## config.mk

```make
export PLATFORM = sky130hd
export DESIGN_NAME = pc
export DESIGN_NICKNAME = d
export VERILOG_FILES = /design/src/rtl/pc_pkg.sv /design/src/rtl/pc_next_calc.sv /design/src/rtl/pc.sv
export SDC_FILE = /design/constraint.sdc
export NUM_CORES = 1
export LEC_CHECK = 0
export ABC_CLOCK_PERIOD_IN_PS = 1100
export BUFFER_PORTS_ARGS = -buffer_cell sky130_fd_sc_hd__buf_2
export CAP_MARGIN = 20
export CORE_UTILIZATION = 58
export DETAILED_ROUTE_END_ITERATION = 12
export PLACE_DENSITY = 0.87
export SKIP_CTS_REPAIR_TIMING = 1
export SLEW_MARGIN = 20
export SYNTH_ARGS = -nofsm -noshare
export SYNTH_HDL_FRONTEND = slang
export SYNTH_SLANG_ARGS = --single-unit
```

## constraint.sdc

```tcl
create_clock -name clk -period 1.1 [get_ports clk]
set_input_delay 0.22 -clock clk [delete_from_list [all_inputs] [get_ports clk]]
set_output_delay 0.22 -clock clk [all_outputs]
set_load 0.02 [all_outputs]
```

## src/rtl/pc_pkg.sv

```systemverilog
// Shared constants and types for the program counter block.
package pc_pkg;

  localparam int unsigned          PC_WIDTH        = 32;
  localparam logic [PC_WIDTH-1:0]  PC_RESET_VECTOR = 32'h0000_0000;
  localparam int unsigned          PC_INCREMENT    = 4;

  typedef logic [PC_WIDTH-1:0] pc_t;

endpackage

```

## src/rtl/pc_next_calc.sv

```systemverilog
// Combinational next-PC selection: sequential step or branch target, modulo 2^WIDTH.
module pc_next_calc
  import pc_pkg::*;
#(
  parameter int unsigned WIDTH     = PC_WIDTH,
  parameter int unsigned INCREMENT = PC_INCREMENT
) (
  input  logic [WIDTH-1:0] cur_pc,
  input  logic             branch_taken,
  input  logic [WIDTH-1:0] branch_offset,
  output logic [WIDTH-1:0] next_pc_c
);

  // Two's-complement add covers backward branches; carry out is dropped.
  always_comb begin
    next_pc_c = cur_pc + WIDTH'(INCREMENT);
    if (branch_taken) begin
      next_pc_c = cur_pc + branch_offset;
    end
  end

endmodule

```

## src/rtl/pc.sv

```systemverilog
// Program counter register with one-cycle next-PC update.
// Optional misalignment flag output enabled by macro PC_MISALIGN_CHECK_EN.
module pc
  import pc_pkg::*;
#(
  parameter int unsigned       WIDTH        = PC_WIDTH,
  parameter logic [WIDTH-1:0]  RESET_VECTOR = WIDTH'(PC_RESET_VECTOR),
  parameter int unsigned       INCREMENT    = PC_INCREMENT
) (
  input  logic             clk,
  input  logic             reset,
  input  logic [WIDTH-1:0] input_PC,
  input  logic             branch_taken,
  input  logic [WIDTH-1:0] branch_offset,
`ifdef PC_MISALIGN_CHECK_EN
  output logic             pc_misaligned,
`endif
  output logic [WIDTH-1:0] output_PC
);

  logic [WIDTH-1:0] next_pc_c;

  pc_next_calc #(
    .WIDTH     (WIDTH),
    .INCREMENT (INCREMENT)
  ) u_next_calc (
    .cur_pc        (input_PC),
    .branch_taken  (branch_taken),
    .branch_offset (branch_offset),
    .next_pc_c     (next_pc_c)
  );

  // PC register; reset forces the vector immediately and overrides all inputs.
  always_ff @(posedge clk or negedge reset) begin
    if (!reset) begin
      output_PC <= RESET_VECTOR;
    end else begin
      output_PC <= next_pc_c;
    end
  end

`ifdef PC_MISALIGN_CHECK_EN
  // Flag registered alongside the PC; the PC itself still takes the misaligned value.
  always_ff @(posedge clk or negedge reset) begin
    if (!reset) begin
      pc_misaligned <= 1'b0;
    end else begin
      pc_misaligned <= |next_pc_c[1:0];
    end
  end
`endif

endmodule

```

==> results.txt, run 1 <==
Counting every sink on the clock net gives 32. The maximum buffer depth of the clock tree came out at 2. The terminating stage of the flow is global routing.

The floorplan has 28 rows. Sequential cells were found to cover 22.2% of the synthesized design area. The horizontal die dimension came out at 80.9 um. For the via count of the first global-routing pass, the log shows 6243.

By count the netlist is led by a21oi_1 (44), nand2_1 (41), nor2_1 (37), dfrtp_1 (32), ha_1 (32). The initial cell density of the core is 60.6%. In the post-synthesis netlist, the cell with the most instances is a21oi_1. For this design the top-level I/O count stands at 99.

The commonest register cell after synthesis was dfrtp_1. The residual overflow from global routing is 16. The synthesized design spends more area on one cell type than any other, namely dfrtp_1.

Counting flops with an async set or reset pin after synthesis yields a share of 100%. The top cell type's share of synthesized area came out at 22.2%. The H-tree was split into 2 levels. The number of different library cells used by synthesis comes to 62. Maximum number of pins on one net before global-route repair: 33. The clock tree root driver cell is clkbuf_8. The number of clock buffers added by TritonCTS is 5. The flow did not finish.

The run gives 1.03 as the final weighted congestion in routability-driven placement. Number of nets produced by synthesis: 559. The run gives 33800 um as the global-route wire length before repair. The overall routing resource usage was 69.7%.

Port buffering added 98 buffers. The floorplan die height works out to 80.9 um. By area the synthesized netlist is led by dfrtp_1 (22%), ha_1 (11%), a21oi_1 (6.1%), xor2_1 (6.1%), xnor2_1 (5.1%).

The run gives 12300 um as the post-DP HPWL. The average instance in the mapped netlist occupies 7.87 um2. The post-synthesis cell count came out at 459. Combined area of all synthesized cells: 3610 um2. The number of synthesized register bits was 32.

The tool reported: "[ERROR GRT-0116] Global routing finished with congestion. Check the congestion regions in the DRC Viewer". The synthesized design contains 0 enable-type register cells. During synthesis, Yosys emitted a total of 0 warnings.
logic make-up after synthesis:
kind of cell               after synthesis  synth area share (%)
adders and majority gates               33                  11.6
buffers and inverters                   29                  3.12
muxes                                    6                  1.77
AOI/OAI and AO/OA                      149                  27.1
and+or+nand+nor                        164                  23.1
xor gates and xnor gates                46                  11.2
DFF                                     32                  22.2
per-layer routing:
| metal | GRT overflow | global-route usage [%] |
|---|---|---|
| met1 | 0 | 72.0 |
| met2 | 8 | 89.3 |
| met3 | 0 | 46.6 |
| met4 | 8 | 69.1 |
| met5 | 0 | 22.5 |
stage by stage:
step / std cells / area (um2) / setup slack, ns
after detailed placement: 752 / 5510 / -1.26
after floorplan: 459 / 3950 / -0.787
after CTS: 760 / 5630 / -1.20
after global placement: 752 / 5510 / -1.05
==> inputs of run 2 (changes only) <==
--- a/config.mk
+++ b/config.mk
@@ -8,9 +8,9 @@
 export ABC_CLOCK_PERIOD_IN_PS = 1100
 export BUFFER_PORTS_ARGS = -buffer_cell sky130_fd_sc_hd__buf_2
 export CAP_MARGIN = 20
-export CORE_UTILIZATION = 58
+export CORE_UTILIZATION = 40
 export DETAILED_ROUTE_END_ITERATION = 12
-export PLACE_DENSITY = 0.87
+export PLACE_DENSITY_LB_ADDON = 0.15
 export SKIP_CTS_REPAIR_TIMING = 1
 export SLEW_MARGIN = 20
 export SYNTH_ARGS = -nofsm -noshare
==> results.txt, run 2 <==
The flow ran to the end, but the final reports show violations. The final reports fail on setup timing. The worst pin sits at a relative slew slack of 68.6%.

The register with the most flip-flops in the layout has 32 of them. By startpoint and endpoint, the worst setup path is classified as primary input to register. Data on the critical path is required at its endpoint by 1.28 ns.

The tools report the start point of the worst min-delay path as input_PC[0]. The logs give 0 for the count of final hold-check violations and 0.00590 W for the total power consumption of the routed design. In this run the static leakage power is 2.95 nW.

Synthesized area divided by synthesized cell count: 7.87 um2 (unchanged). The final critical-path share of the clock period was 175%. Along the worst path, the maximum fanout reaches 3. The logs give 4514 for the detailed-route via count and 0 for the residual overflow from global routing.

The worst hold path cell count is 2. The antenna diode instance count was 0; the count of maximum capacitance violations was 0. Setup repair after global routing could not meet its margin everywhere.

Wires add up to 13600 um. In this run the power density over the cells is 934 nW/um2. The fraction of final layout cells sized beyond drive strength 1 was 51.8%; the worst-case vdd ir drop was 0.000531 V.

The standard cell core area is 8720 um2, and the floorplan die height is 97.0 um (was 80.9 um). Entering global routing, the biggest net connects 33 pins. Counting the fill cells in the layout gives 657. Count of input and output buffers: 98 (unchanged). Instance count after placement with tap cells included: 795 (was 752). Leading cell types by count after synthesis: a21oi_1 (44), nand2_1 (41), nor2_1 (37), dfrtp_1 (32), ha_1 (32) (unchanged). At the pin with the least slew margin, the transition time is 0.466 ns. For the post-synthesis cell count, the log shows 459 (unchanged). The critical path goes through buf_6 -> ha_4 -> buf_4 -> a211oi_4 -> o211a_1 -> o21ai_2 -> o21ba_4 -> or2_4 -> a311oi_2 -> nand4_1. The initial antenna violation count was 0; the via count of the first global-routing pass was 4342. The dominant cell by count in the synthesized netlist was a21oi_1 (unchanged). The leading area contributor after synthesis was dfrtp_1 (unchanged). For the number of nets produced by synthesis, the log shows 559 (unchanged). STA classifies the critical path endpoint as a register. The first global-routing pass estimated 20700 um of wire. The floorplan step defined a die boundary enclosing 9410 um2.

The count of final max-slew check failures came out at 0. The area growth from synthesis to layout is 74.9%. The clock tree root driver cell is clkbuf_8 (unchanged). Leaving out fill and tap cells, the most frequent cells in the layout are buf_4 (148), buf_2 (86), nand2_1 (39), nor2_1 (36), dfrtp_1 (32). The tools report the post-DP HPWL as 10300 um (was 12300 um). In the routed layout, each cell is associated on average with a via count of 5.53.

The clock slew seen by the registers of the worst setup and hold paths was 0.09 ns; the clock sink count was 32 (unchanged). The slowest stage of the critical path is the or2_4 cell. The post-route DRC violation count came out at 0. Largest cells by area after synthesis: dfrtp_1 (22%), ha_1 (11%), a21oi_1 (6.1%), xor2_1 (6.1%), xnor2_1 (5.1%) (unchanged). The tightest min-delay check is of the primary input to register type.

The maximum buffer depth of the clock tree was 2 (unchanged); the maximum operating frequency was 520 MHz. The horizontal die dimension was 97.0 um (was 80.9 um); the row count was 34 (was 28). The sequential cell area fraction in the yosys report came out at 22.2% (unchanged).

Ranked by flip-flop count, first place goes to output_PC. The combined area of all synthesized cells is 3610 um2 (unchanged). Setup violations remaining at the end of the flow were counted as 28. For this block, the initial DRC count from the detailed router was 208. The number of synthesized flops with an enable pin is 0 (unchanged).

The number of placed I/O pins was 99 (unchanged); the share of async-settable or async-resettable flops after synthesis was 100% (unchanged). The detail route stage leaves a number of antenna-violating nets equal to 0. The run gives -0.821 ns as the minimum setup slack in the final design.

For the count of cell types in the netlist, the log shows 62 (unchanged). The run gives 41.4% (was 60.6%) as the initial cell density of the core. The depth of the CTS H-tree came out at 2 (unchanged).

The number of warnings issued by yosys is 0 (unchanged), and the average wire per cell in the routed design is 16.6 um. The top cell type's share of synthesized area was 22.2% (unchanged). Measured on the finished design, the core utilization comes to 72.4%. Leaving out filler cells and counting taps, the final layout contains 817. The number of detailed-route iterations in the first pass came out at 5. Across every metal layer, demand over resource in global routing totals 27.0%.

TritonCTS built the clock tree. Summed over all failing endpoints, the final setup total negative slack is -16.78 ns. Placed standard-cell area: 5610 um2 (was 5510 um2).

The commonest register cell after synthesis is dfrtp_1 (unchanged). For the worst setup path, the data arrival time is 2.10 ns. Subtracting the final worst setup slack from the clock period gives 1.92 ns. The final non-filler cell area came out at 6320 um2. The leading cell type in the layout, fill and taps excluded is buf_4. Number of buffers added by the clock tree synthesis step: 5 (unchanged). The largest stage delay on the critical path was 0.29 ns. The tools report the worst hold endpoint as output_PC[0]. The type of origin of the critical path was a primary input. The largest registers in the layout are output_PC (32). The net count of the finished layout was 808. The run gives 0.872 (was 1.03) as the final weighted congestion in routability-driven placement. The number of synthesized register bits was 32 (unchanged).
-- run 2: cell counts after synthesis --
No cell type changed its count.
-- run 2: layout make-up --
cell class                 count  area (um2)  area share (%)
clock buffer                   5        68.8            1.09
timing repair buffer         259        1850            29.3
multi-input combinational    398        3370            53.4
inverter                      12        45.0           0.713
tap                          108         135            2.14
sequential                    32         801            12.7
clock inverter                 3        42.5           0.674
-- run 2: where the power goes --
part	total (W)	switching (W)	internal (W)
sequential	0.00139	0.0000518	0.00134
combinational	0.00327	0.00166	0.00161
clock	0.00124	0.000568	0.000672
-- run 2: kinds of logic after synthesis --
group                      count (synthesis)  share of synthesized area, %
adders and majority gates                 33                          11.6
AOI/OAI and AO/OA                        149                          27.1
DFF                                       32                          22.2
buffers and inverters                     29                          3.12
muxes                                      6                          1.77
and+or+nand+nor                          164                          23.1
xor gates and xnor gates                  46                          11.2
-- run 2: through the flow --
stage                     hold slack [ns]  setup slack [ns]
final                               0.160            -0.821
after global routing                0.151            -0.882
after floorplan                   -0.0756            -0.787
after CTS                          -0.118            -0.796
after detailed placement            0.207             -1.11
after global placement              0.201             -1.10
-- run 2: routing by layer --
metal	part of all wire [%]	global-route usage (%)	wire length [um]
met5	0	0	0
met4	1.3	5.74	183
met3	4.9	3.32	661
met2	49	45.8	6700
met1	44	36.6	6050
-- run 2: worst max-delay path by stage --
stage,start,end,slack [ns],cells after the start
3_5_place_dp,input_PC[0],output_PC[16],-1.11,11
6_report,branch_offset[0],output_PC[31],-0.82,10
5_1_grt,input_PC[0],output_PC[31],-0.88,10
2_1_floorplan,input_PC[0],output_PC[30],-0.79,9
4_1_cts,input_PC[0],output_PC[16],-0.80,11
3_3_place_gp,input_PC[0],output_PC[16],-1.10,11
-- run 2: critical path, delay by kind of cell --
family	cells	cell delay [ns]
adders and majority gates	1	0.15
and+or+nand+nor	2	0.41
AOI/OAI and AO/OA	5	1.07
buffers and inverters	2	0.24
No activity file was read; power rests on OpenSTA's default activity.
==> inputs of run 3 (changes only) <==
--- a/config.mk
+++ b/config.mk
@@ -8,7 +8,7 @@
 export ABC_CLOCK_PERIOD_IN_PS = 1100
 export BUFFER_PORTS_ARGS = -buffer_cell sky130_fd_sc_hd__buf_2
 export CAP_MARGIN = 20
-export CORE_UTILIZATION = 40
+export CORE_UTILIZATION = 45
 export DETAILED_ROUTE_END_ITERATION = 12
 export PLACE_DENSITY_LB_ADDON = 0.15
 export SKIP_CTS_REPAIR_TIMING = 1
==> results.txt, run 3 (same netlist as run 2, synthesis figures left out) <==
Minimum setup slack in the final design: -0.945 ns (was -0.821 ns). The leakage power was 2.95 nW (about the same); the final setup TNS was -19.32 ns (was -16.78 ns). The row count was 32 (was 34). Setup repair after global routing could not meet its margin everywhere.

The tools report the total power consumption of the routed design as 0.00578 W (was 0.00590 W). TritonCTS built the clock tree. Endpoint class of the critical path: a register (unchanged).

The average wire per cell in the routed design is 17.3 um (was 16.6 um), and the flip-flop count of the largest register after layout is 32 (unchanged). The worst max-slew margin expressed relative to the limit was 70.9% (was 68.6%); the net count of the finished layout was 815 (was 808). The antenna diode instance count is 0 (unchanged). The run finished, with violations left.

The number of buffers added by the clock tree synthesis step was 5 (unchanged); the post-DP HPWL was 10100 um (was 10300 um). Count of final max-slew check failures: 0 (unchanged). The global-route wire length before repair was 20300 um (was 20700 um).

The largest fanout on the critical path came out at 3 (unchanged). The start point of the worst min-delay path is input_PC[0] (unchanged). The combinational power share is 58.0% (was 55.4%). For the initial cell density of the core, the log shows 46.7% (was 41.4%). Time the worst path needs with I/O delays and setup: 2.05 ns (was 1.92 ns). The run gives 32 (unchanged) as the clock sink count. Via count of the first global-routing pass: 4396 (was 4342).

The number of placed I/O pins came out at 99 (unchanged). The final non-filler cell area is 6370 um2 (was 6320 um2). The number of detailed-route iterations in the first pass came out at 6 (was 5).

The run gives 0 (unchanged) as the remaining antenna violation count. The depth of the CTS H-tree was 2 (unchanged); the floorplan die height was 91.6 um (was 97.0 um). The maximum number of pins on one net before global-route repair was 33 (unchanged); the switching component of the power was 0.00223 W (was 0.00228 W). The leading cell type in the layout, fill and taps excluded is buf_4 (unchanged). The standard cell core area is 7730 um2 (was 8720 um2). The signed area change from the synthesized netlist to the final layout was 76.4% (was 74.9%); the post-route DRC violation count was 0 (unchanged). The count of input and output buffers works out to 98 (unchanged). The total power divided by cell area is 907 nW/um2 (was 934 nW/um2). Worst min-delay path class: primary input to register (unchanged). The beginning of the critical path is input_PC[2] (was branch_offset[0]).

The logs give 14100 um (was 13600 um) for the total routed wirelength and 0 (unchanged) for the count of maximum capacitance violations. The register containing the most flip-flops in the final layout was output_PC (unchanged). The critical path start-end classification is primary input to register (unchanged). Part of the total power dissipated in sequential elements: 24.0% (was 23.6%).

Worst hold endpoint: output_PC[0] (unchanged). Clock tree root driver cell: clkbuf_8 (unchanged). Horizontal die dimension: 91.6 um (was 97.0 um).

Switching share of power: 38.7% (was 38.6%). Worst-margin pin slew: 0.432 ns (was 0.466 ns). Worst hold path cell count: 2 (unchanged). The area of the die is 8390 um2 (was 9410 um2).

Type of origin of the critical path: a primary input (unchanged). The tools report the detailed-route via count as 4659 (was 4514). The clock slew seen by the registers of the worst setup and hold paths was 0.07 ns (was 0.09 ns). The maximum operating frequency is 489 MHz (was 520 MHz). The tools report the fraction of power consumed by the clock network as 17.9% (was 21.0%).

Regs by FF count: output_PC (32) (unchanged). The via density per instance works out to 5.70 (was 5.53). For the placed standard-cell area, the log shows 5640 um2 (was 5610 um2). For the cell-internal power, the log shows 0.00354 W (was 0.00362 W). Commonest cells after routing, fill and taps aside: buf_4 (154), buf_2 (87), nand2_1 (39), nor2_1 (34), dfrtp_1 (32) (was buf_4 (148), buf_2 (86), nand2_1 (39), nor2_1 (36), dfrtp_1 (32)). The residual overflow from global routing came out at 0 (unchanged).

The data arrival time of the worst path was 2.20 ns (was 2.10 ns). The maximum buffer depth of the clock tree was 2 (unchanged). The final weighted congestion in routability-driven placement is 0.945 (was 0.872). Overall routing resource usage: 30.2% (was 27.0%).

The run gives 29 (was 28) as the count of endpoints failing setup in the final report. Failing checks: setup timing (unchanged). The violation count after the first detailed-route iteration is 205 (was 208).

The count of final hold-check violations is 0 (unchanged), and the initial antenna violation count is 0 (unchanged). The worst-case vdd ir drop was 0.000605 V (was 0.000531 V). The fraction of final layout cells sized beyond drive strength 1 works out to 52.2% (was 51.8%). The final critical-path share of the clock period came out at 186% (was 175%).

The data required time at the worst endpoint came out at 1.26 ns (was 1.28 ns).
[run 3: cell count changes in the layout (fill, tap and decap cells not counted), sizes merged]
| cell | previous run | this run |
|---|---|---|
| buf | 258 | 265 |
| clkbuf | 5 | 7 |
| bufinv | 1 | 0 |
| clkinvlp | 1 | 0 |
| clkinv | 1 | 0 |
[run 3: area by class of cell]
class                           count  area, um2
Inverter                           12       45.0
Timing Repair Buffer              266       1910
Sequential cell                    32        801
Clock buffer                        7       96.3
Tap cell                          102        128
Multi-Input combinational cell    398       3390
Fill cell                         474       1360
[run 3: critical path: stages]
cell and delay (ns):
buf_2 0.12, ha_4 0.22, o211ai_1 0.24, o211a_1 0.26, buf_6 0.12, o21ai_4 0.06
o21ba_4 0.22, buf_6 0.12, o21a_1 0.19, nor4b_2 0.32, a211oi_1 0.11
[run 3: how the worst max path moves through the flow]
stage                    endpoint
floorplan           output_PC[30]
global placement    output_PC[30]
detailed placement  output_PC[31]
CTS                 output_PC[31]
global route        output_PC[23]
finish              output_PC[23]
[run 3: through the flow]
step	std cells	util, %	hold WS [ns]	setup WS, ns
6_report	817	82.4	0.177	-0.945
5_1_grt	817	82.4	0.169	-1.01
4_1_cts	799	74.2	-0.112	-0.870
3_5_place_dp	792	72.9	0.201	-1.17
3_3_place_gp	792	72.9	0.194	-1.09
2_1_floorplan	459	-	-0.0756	-0.787
[run 3: routing by layer]
metal | global-route usage (%) | routed length [um] | vias up
li1 | - | - | 2207
met1 | 39.0 | 5860 | 2236
met2 | 51.8 | 7180 | 183
met3 | 4.27 | 747 | 33
met4 | 9.52 | 352 | 0
met5 | 0 | 0 | -
[run 3: power groups by stage]
stage	Sequential (W)	Clock [W]	Combinational, W
finish	0.00139	0.00104	0.00335
global route	0.00140	0.00112	0.00357
CTS	0.00138	0.00106	0.00281
detailed placement	0.00140	0	0.00279
global placement	0.00140	0	0.00274
floorplan	0.00163	0	0.00131
